## config.mk

```make
export PLATFORM = sky130hd
export DESIGN_NAME = store_buffer
export DESIGN_NICKNAME = d
export VERILOG_FILES = /design/src/rtl/store_buffer.sv
export SDC_FILE = /design/constraint.sdc
export NUM_CORES = 1
export LEC_CHECK = 0
export ABC_AREA = 1
export BUFFER_PORTS_ARGS = -buffer_cell sky130_fd_sc_hd__buf_2
export CAP_MARGIN = 30
export CORE_ASPECT_RATIO = 1.75
export CORE_UTILIZATION = 55
export DETAILED_ROUTE_END_ITERATION = 12
export GPL_ROUTABILITY_DRIVEN = 1
export PLACE_DENSITY = 0.77
export SETUP_SLACK_MARGIN = 0.3
export SLEW_MARGIN = 30
export SYNTH_ARGS = -nofsm -noshare
export SYNTH_HDL_FRONTEND = slang
export SYNTH_SLANG_ARGS = --single-unit
```

## constraint.sdc

```tcl
create_clock -name sb_i_clk -period 6.4 [get_ports sb_i_clk]
set_input_delay 0.64 -clock sb_i_clk [delete_from_list [all_inputs] [get_ports sb_i_clk]]
set_output_delay 0.64 -clock sb_i_clk [all_outputs]
set_load 0.1 [all_outputs]
```

## src/rtl/store_buffer.sv

```systemverilog
// Posted-write store buffer: aligns SW/SH/SB stores and queues them ahead of data memory.
// Latency: push at edge N raises mem_req in cycle N+1; with ack held high one entry retires per cycle.
// Backpressure: ready = count < DEPTH (registered, no ack->ready path); loads to a pending word stall.
//
// Ports:
//   sb_i_clk, sb_i_rst_n             clock, async active-low reset
//   sb_i_valid/opcode/addr/data      store candidate from MEM stage; sb_o_ready accepts it
//   sb_o_misalign                    one-cycle pulse after a misaligned store is dropped
//   sb_i_load_valid/load_addr        load probe; sb_o_load_stall holds the load off
//   sb_o_mem_req/addr/data/mask      head entry towards memory; sb_i_mem_ack pops it
//   sb_o_empty, sb_o_count           occupancy

`ifndef OPCODE_WIDTH
`define OPCODE_WIDTH 6
`endif
`ifndef DWIDTH
`define DWIDTH 32
`endif
`ifndef STORE
`define STORE 6'h2B
`endif
`ifndef STORE_BYTE
`define STORE_BYTE 6'h28
`endif
`ifndef STORE_HALF
`define STORE_HALF 6'h29
`endif

module store_buffer #(
    parameter int DEPTH  = 4,
    parameter int AWIDTH = 32
) (
    input  logic                      sb_i_clk,
    input  logic                      sb_i_rst_n,
    input  logic                      sb_i_valid,
    input  logic [`OPCODE_WIDTH-1:0]  sb_i_opcode,
    input  logic [AWIDTH-1:0]         sb_i_addr,
    input  logic [`DWIDTH-1:0]        sb_i_data,
    output logic                      sb_o_ready,
    output logic                      sb_o_misalign,
    input  logic                      sb_i_load_valid,
    input  logic [AWIDTH-1:0]         sb_i_load_addr,
    output logic                      sb_o_load_stall,
    output logic                      sb_o_mem_req,
    output logic [AWIDTH-1:0]         sb_o_mem_addr,
    output logic [`DWIDTH-1:0]        sb_o_mem_data,
    output logic [3:0]                sb_o_mem_mask,
    input  logic                      sb_i_mem_ack,
    output logic                      sb_o_empty,
    output logic [$clog2(DEPTH):0]    sb_o_count
);

    localparam int PW = $clog2(DEPTH);
    localparam int CW = PW + 1;
    localparam int WW = AWIDTH - 2;

    typedef enum logic {IDLE, BUSY} state_t;

    state_t               state, state_nxt;
    logic [CW-1:0]        count, count_nxt;
    logic [PW-1:0]        wr_ptr, rd_ptr;
    logic [DEPTH-1:0]     ent_vld;
    logic [WW-1:0]        ent_addr [DEPTH];
    logic [3:0]           ent_mask [DEPTH];
    logic [`DWIDTH-1:0]   ent_data [DEPTH];

    logic                 is_store, aligned;
    logic [3:0]           al_mask;
    logic [`DWIDTH-1:0]   al_data;
    logic [1:0]           off;
    logic                 push, pop, hit;
    logic [1:0]           unused_load_off;

    assign off             = sb_i_addr[1:0];
    assign unused_load_off = sb_i_load_addr[1:0];

    // Lane replication: the mask selects which replicated byte/half memory takes.
    always_comb begin
        is_store = 1'b0;
        aligned  = 1'b0;
        al_mask  = 4'b0000;
        al_data  = sb_i_data;
        case (sb_i_opcode)
            `STORE: begin
                is_store = 1'b1;
                aligned  = (off == 2'b00);
                al_mask  = 4'b1111;
            end
            `STORE_HALF: begin
                is_store = 1'b1;
                aligned  = ~off[0];
                al_mask  = 4'b0011 << off;
                al_data  = {2{sb_i_data[15:0]}};
            end
            `STORE_BYTE: begin
                is_store = 1'b1;
                aligned  = 1'b1;
                al_mask  = 4'b0001 << off;
                al_data  = {4{sb_i_data[7:0]}};
            end
            default: ;
        endcase
    end

    assign sb_o_ready   = (count < CW'(DEPTH));
    assign sb_o_empty   = (count == '0);
    assign sb_o_count   = count;
    assign sb_o_mem_req = (state == BUSY);

    assign push = sb_i_valid & sb_o_ready & is_store & aligned;
    assign pop  = sb_o_mem_req & sb_i_mem_ack;

    assign sb_o_mem_addr = {ent_addr[rd_ptr], 2'b00};
    assign sb_o_mem_data = ent_data[rd_ptr];
    assign sb_o_mem_mask = ent_mask[rd_ptr];

    always_comb begin
        count_nxt = count;
        if (push && !pop)
            count_nxt = count + CW'(1);
        else if (pop && !push)
            count_nxt = count - CW'(1);
    end

    always_comb begin
        state_nxt = state;
        case (state)
            IDLE: if (push) state_nxt = BUSY;
            BUSY: if (pop && !push && count == CW'(1)) state_nxt = IDLE;
            default: state_nxt = IDLE;
        endcase
    end

    // An entry being pushed this cycle already blocks a load to its word.
    always_comb begin
        hit = push && (sb_i_addr[AWIDTH-1:2] == sb_i_load_addr[AWIDTH-1:2]);
        for (int i = 0; i < DEPTH; i++) begin
            if (ent_vld[i] && ent_addr[i] == sb_i_load_addr[AWIDTH-1:2])
                hit = 1'b1;
        end
    end
    assign sb_o_load_stall = sb_i_load_valid & hit;

    always_ff @(posedge sb_i_clk or negedge sb_i_rst_n) begin
        if (!sb_i_rst_n) begin
            state         <= IDLE;
            count         <= '0;
            wr_ptr        <= '0;
            rd_ptr        <= '0;
            ent_vld       <= '0;
            sb_o_misalign <= 1'b0;
        end else begin
            state         <= state_nxt;
            count         <= count_nxt;
            sb_o_misalign <= sb_i_valid & sb_o_ready & is_store & ~aligned;
            if (push) begin
                wr_ptr          <= wr_ptr + PW'(1);
                ent_vld[wr_ptr] <= 1'b1;
            end
            if (pop) begin
                rd_ptr          <= rd_ptr + PW'(1);
                ent_vld[rd_ptr] <= 1'b0;
            end
        end
    end

    // Payload needs no reset: ent_vld and count gate every use of it.
    always_ff @(posedge sb_i_clk) begin
        if (push) begin
            ent_addr[wr_ptr] <= sb_i_addr[AWIDTH-1:2];
            ent_mask[wr_ptr] <= al_mask;
            ent_data[wr_ptr] <= al_data;
        end
    end

endmodule

```

### Word-level counts from Yosys, hierarchy flattened

Memories as Yosys holds them, arrays and structs flattened.
Index checks and enable logic that the tools add are counted.

| word-level totals | value |
|---|---|
| bits in registers | 13 |
| memory bits (writable) | 264 |
| input port bits | 107 |
| word-level logic and storage cells | 77 |
| memories | 3 |

Memories:

| memory | depth | bits a word | rd ports | clocked after memory_dff | wr ports | RTL line | source |
|---|---|---|---|---|---|---|---|
| ent_data | 4 | 32 | 1 | 0 | 1 | 65 | `` logic [`DWIDTH-1:0] ent_data [DEPTH]; `` |
| ent_addr | 4 | 30 | 5 | 0 | 1 | 63 | `logic [WW-1:0] ent_addr [DEPTH];` |
| ent_mask | 4 | 4 | 1 | 0 | 1 | 64 | `logic [3:0] ent_mask [DEPTH];` |

| operators by class | value |
|---|---|
| add/subtract/negate cells | 4 |
| magnitude comparators | 5 |
| equality and inequality tests | 9 |
| shifts and indexed selects | 2 |
| mux-type cells | 20 |
| bitwise logic cells | 12 |
| reductions and logical operators | 16 |

Operators with widths:

| kind | number |
|---|---|
| equality test 30 bit | 5 |
| one-hot mux 32 bit (2 select lines) | 1 |
| equality test 6 bit (second input constant) | 3 |
| one-hot mux 4 bit (3 select lines) | 1 |
| logical AND 1 bit | 10 |
| two-way mux 1 bit | 10 |
| two-way mux 4 bit | 2 |
| AND 1 bit | 6 |
| less-than comparator 2 x 3 -> 1 bit (second input constant) | 2 |
| two-way mux 3 bit | 2 |
| adder 2 x 1 -> 2 bit (second input constant) | 2 |
| AND 4 bit | 1 |
| demux 1 bit (select 2 bit) | 2 |
| >= comparator 2 x 1 -> 1 bit (second input constant) | 2 |
| inverter 4 bit | 1 |
| bitwise OR 4 bit | 1 |
| << shifter 1 x 2 -> 4 bit (first input constant) | 1 |
| << shifter 2 x 2 -> 4 bit (first input constant) | 1 |
| adder 3 x 1 -> 3 bit (second input constant) | 1 |
| equality test 3 x 1 -> 1 bit (second input constant) | 1 |
| logical NOT 3 bit | 1 |
| less-than comparator 3 bit (second input constant) | 1 |
| inverter 1 bit | 3 |
| one-hot mux 1 bit (3 select lines) | 1 |
| 6 further kinds | 7 |

### Logic depth before layout (Yosys ltp)

| logic depth | value |
|---|---|
| word-level depth | 11 |
| gate-level depth with buffers | 15 |
| gate-level depth less buffers | 14 |

### Worst setup path before layout

No wires, ideal clock.

| path | value |
|---|---|
| path kind | register to register |
| from | register count[2] (netlist: sb_o_count[2]) |
| to | memory ent_addr[0][0] (netlist bit), enable pin |
| setup time | 0.492 ns |
| arrival time | 4.826 ns |
| path slack | 1.082 ns |
| cell stages (with the launch flop) | 6 |
| period minus slack after synthesis | 5.318 ns |
| cell sequence | dfrtp_1 -> inv_1 -> nand2_1 -> nor2_1 -> nand2_4 -> nor2_1 |

| on the way | value |
|---|---|
| word-level cells in the longest chain between the ends | 6 |

Ends and longest elaborated chain:

| element | RTL line | source |
|---|---|---|
| start: declaration | 60 | `logic [CW-1:0] count, count_nxt;` |
| start signal: assignment | 154 | `count <= count_nxt;` |
| less-than comparator 3 bit | 105 | `assign sb_o_ready = (count < CW'(DEPTH));` |
| named net sb_o_ready | 39 | `output logic sb_o_ready,` |
| AND 1 bit (3 in series) | 110 | `assign push = sb_i_valid & sb_o_ready & is_store & aligned;` |
| two-way mux 1 bit | 169 | `if (push) begin` |
| two-way mux 1 bit (implied by the code) | 170 | `ent_addr[wr_ptr] <= sb_i_addr[AWIDTH-1:2];` |
| end: declaration | 63 |  |

The timed path passes the listed nets, and every way through them passes these cells.

### Final worst setup path

| path | value |
|---|---|
| from | register rd_ptr[1] |
| to | output port sb_o_mem_addr[9] |

| on the way | value |
|---|---|
| word-level cells in the longest chain between the ends | 1 |

Ends and longest elaborated chain:

| element | RTL line | source |
|---|---|---|
| start: declaration | 61 | `logic [PW-1:0] wr_ptr, rd_ptr;` |
| start signal: assignment | 161 | `rd_ptr <= rd_ptr + PW'(1);` |
| memory (4 x 30 bit) | - |  |
| end: declaration | 45 | `output logic [AWIDTH-1:0] sb_o_mem_addr,` |

Every way passes these cells.

==> results.yml <==
run_status:
  outcome: "complete, no violations"
power:
  power_per_cell_area_nw_per_um2: 443
  leakagePower_nw: 6.29
  ir_drop_mv: 0.382
detailed_routing:
  m1WireLength_um: 12900
  dr.first_iter.drc_count: 646
  routed_wl_um: 37300
  wl_per_cell_um: 19.8
  vias_per_cell: 5.60
  highest_layer: "met4"
  route.detailed.drc: 0
  vias: 10500
  drt-pass1-iter-count: 5
  dr_wl_met3_um: 2200
  met2WireLength_um: 19800
  ant_nets: 0
worst_setup_path:
  slowest_delay_ns: 0.71
  worstSetupStartpointType: "flop"
  critPathCaptureType: "output pin"
  path_cells: "buf_4, clkinv_2, buf_4, a21oi_1, o21ai_0, o21ai_0, buf_2"
  crit_type: "reg -> out"
  cp.arrival_ns: 3.56
  r2r_slack_ns: 3.73
  crit_slowest_cell: "clkinv_2"
  crit_required_ns: 5.76
  cp_max_fo: 51
cts:
  clkSinkCount: 277
  cts_max_level: 1
  clk_latency_ns: 0.53
  cts_tree: "yes"
  root_buffer: "clkbuf_16"
  numCtsBuffers: 24
  cts_setup_buffers: 0
  cts.clk_slew.worst_paths_ns: 0.07
  cts_buffer_depth: 3
layout:
  layout.nets: 1679
  final_cells: 1885
  drive_gt1_share_pct: 15.4
  syn2layout_area_growth_pct: 15.1
timing:
  rsz0062_at_grt: "false"
  post-route-period-util_pct: 65.7
  drv_slew: 0
  setup_violations: 0
  fmax_mhz: 238
  finalSetupTns_ns: 0
  slew_headroom_pct: 39.7
  fin_crit_ns: 4.20
  finalHoldViolCount: 0
  finalClockSkew_ns: 0.0165
  tightest_slew_ns: 0.904
global_route:
  grt_pass1_wl_um: 55400
  globalRouteTotalUtil_pct: 30.2
  grt_max_degree: 80
  antenna_found_initial: 1
  overflow: 0
  grt_pass1_vias: 9980
flow_run:
  max_cap_violations: 0
synthesis:
  syn_area_per_cell_um2: 9.57
  async_flop_share_pct: 4.69
  ys_warn_count: 0
  syn_area_um2: 13400
  ys_types: 33
  netlist_instances: 1397
  ys_seq_elements: 277
  synth_edf_count: 264
  synthFlopType: "edfxtp_1"
  synth_seq_area_share_pct: 61.7
floorplan:
  dieHeight_um: 208
  dieArea_um2: 25000
  start_util_pct: 55.9
  core_area_um2: 23900
  rows: 75
  ios: 183
  die_w_um: 120
placement:
  gp_congestion: 0.953
  port_buffers: 178
  hpwl_um: 25400
  placed_cells_incl_taps: 1839
worst_hold_path:
  min_path_type: "in -> reg"
[final cells by class]
cell class	count	area, um2
Tap cell	308	385
Multi-Input combinational cell	926	4380
Fill cell	1922	8550
Timing Repair Buffer	190	983
Clock inverter	10	158
Clock buffer	34	689
Inverter	139	526
Antenna cell	1	2.50
Sequential cell	277	8260
[repair_timing]
item                      CTS  global route
hold buffers                1             0
hold endpoints to repair   13             0
gates resized for setup     0             0
[synthesized netlist by cell type, types with 12 or more instances]
| master | count | area, um2 |
|---|---|---|
| nand2_1 | 346 | 1300 |
| edfxtp_1 | 264 | 7930 |
| nor2_1 | 207 | 777 |
| o21ai_0 | 178 | 891 |
| inv_1 | 137 | 514 |
| o22ai_1 | 48 | 300 |
| a21oi_1 | 38 | 190 |
| clkbuf_1 | 38 | 143 |
| xnor2_1 | 27 | 236 |
| xor2_1 | 19 | 166 |
| ha_1 | 14 | 175 |
| dfrtp_1 | 13 | 325 |
| nand3_1 | 13 | 65.1 |
| buf_2 | 12 | 60.1 |
[per-layer routing]
| metal | track usage, % | vias up |
|---|---|---|
| met2 | 54.9 | 466 |
| met5 | 0 | - |
| li1 | - | 4988 |
| met3 | 3.43 | 106 |
| met4 | 20.2 | 0 |
| met1 | 32.5 | 4988 |
[power breakdown]
| part | switching (W) | internal (W) | leakage [nW] |
|---|---|---|---|
| logic | 0.00274 | 0.000478 | 3.36 |
| clock network | 0.000631 | 0.000914 | 0.397 |
| registers | 0.0000483 | 0.00200 | 2.53 |
| total | 0.00342 | 0.00339 | 6.29 |
[sequential cells by signal (all words and copies together), names as in the netlist]
signal	flops
ent_vld	4
ent_mask	16
ent_addr	120
ent_data	128
sb_o_count	3
sb_o_mem_req	1
rd_ptr	2
wr_ptr	2
sb_o_misalign	1
[per-stage QoR]
| stage | util (%) | total power [W] | area, um2 | hold WS, ns | worst slack [ns] |
|---|---|---|---|---|---|
| floorplan | - | 0.00470 | 13400 | 0.344 | 1.08 |
| global placement | 60.7 | 0.00528 | 14500 | 0.518 | 2.73 |
| detailed placement | 60.7 | 0.00530 | 14500 | 0.527 | 2.74 |
| CTS | 64.3 | 0.00683 | 15400 | 0.328 | 2.17 |
| global route | 64.3 | 0.00702 | 15400 | 0.336 | 2.02 |
| finish | 64.3 | 0.00681 | 15400 | 0.350 | 2.20 |
[layout by cell type, fill, tap and decap left out, types with 9 or more instances in the layout]
master,Yosys,layout
nor2_1,207,204
clkbuf_16,0,25
dfrtp_1,13,12
nand2_1,346,346
o22ai_1,48,48
buf_2,12,178
xor2_1,19,19
ha_1,14,14
xnor2_1,27,27
nand3_1,13,13
buf_4,2,11
edfxtp_1,264,264
a21oi_1,38,38
o211ai_1,9,9
o21ai_0,178,178
inv_1,137,136
[worst paths after layout]
path,from,to,cells after the start
hold / removal,sb_i_addr[3],ent_addr[0][1],1
hold reg to reg,ent_vld[2],ent_vld[2],1
setup / recovery,rd_ptr[1],sb_o_mem_addr[9],7
max in group asynchronous,sb_i_rst_n,rd_ptr[0],2
min in group asynchronous,sb_i_rst_n,sb_o_count[2],2
setup reg to reg,sb_o_count[2],ent_data[0][9],6
[cells by family after synthesis]
kind of cell | count (synthesis) | synth area share, %
DFF | 277 | 61.7
other | 1 | 0.0280
AOI/OAI and AO/OA | 283 | 11.4
and+or+nand+nor | 581 | 16.8
buffers and inverters | 195 | 5.73
adders and majority gates | 14 | 1.31
xor gates and xnor gates | 46 | 3.01
[critical path: cells and delay by family, from the launching register on]
family | cells | cell delay [ns]
buf+inv | 4 | 2.22
flops | 1 | 0.32
compound gates | 3 | 0.44
No activity file was read; power rests on OpenSTA's default activity.
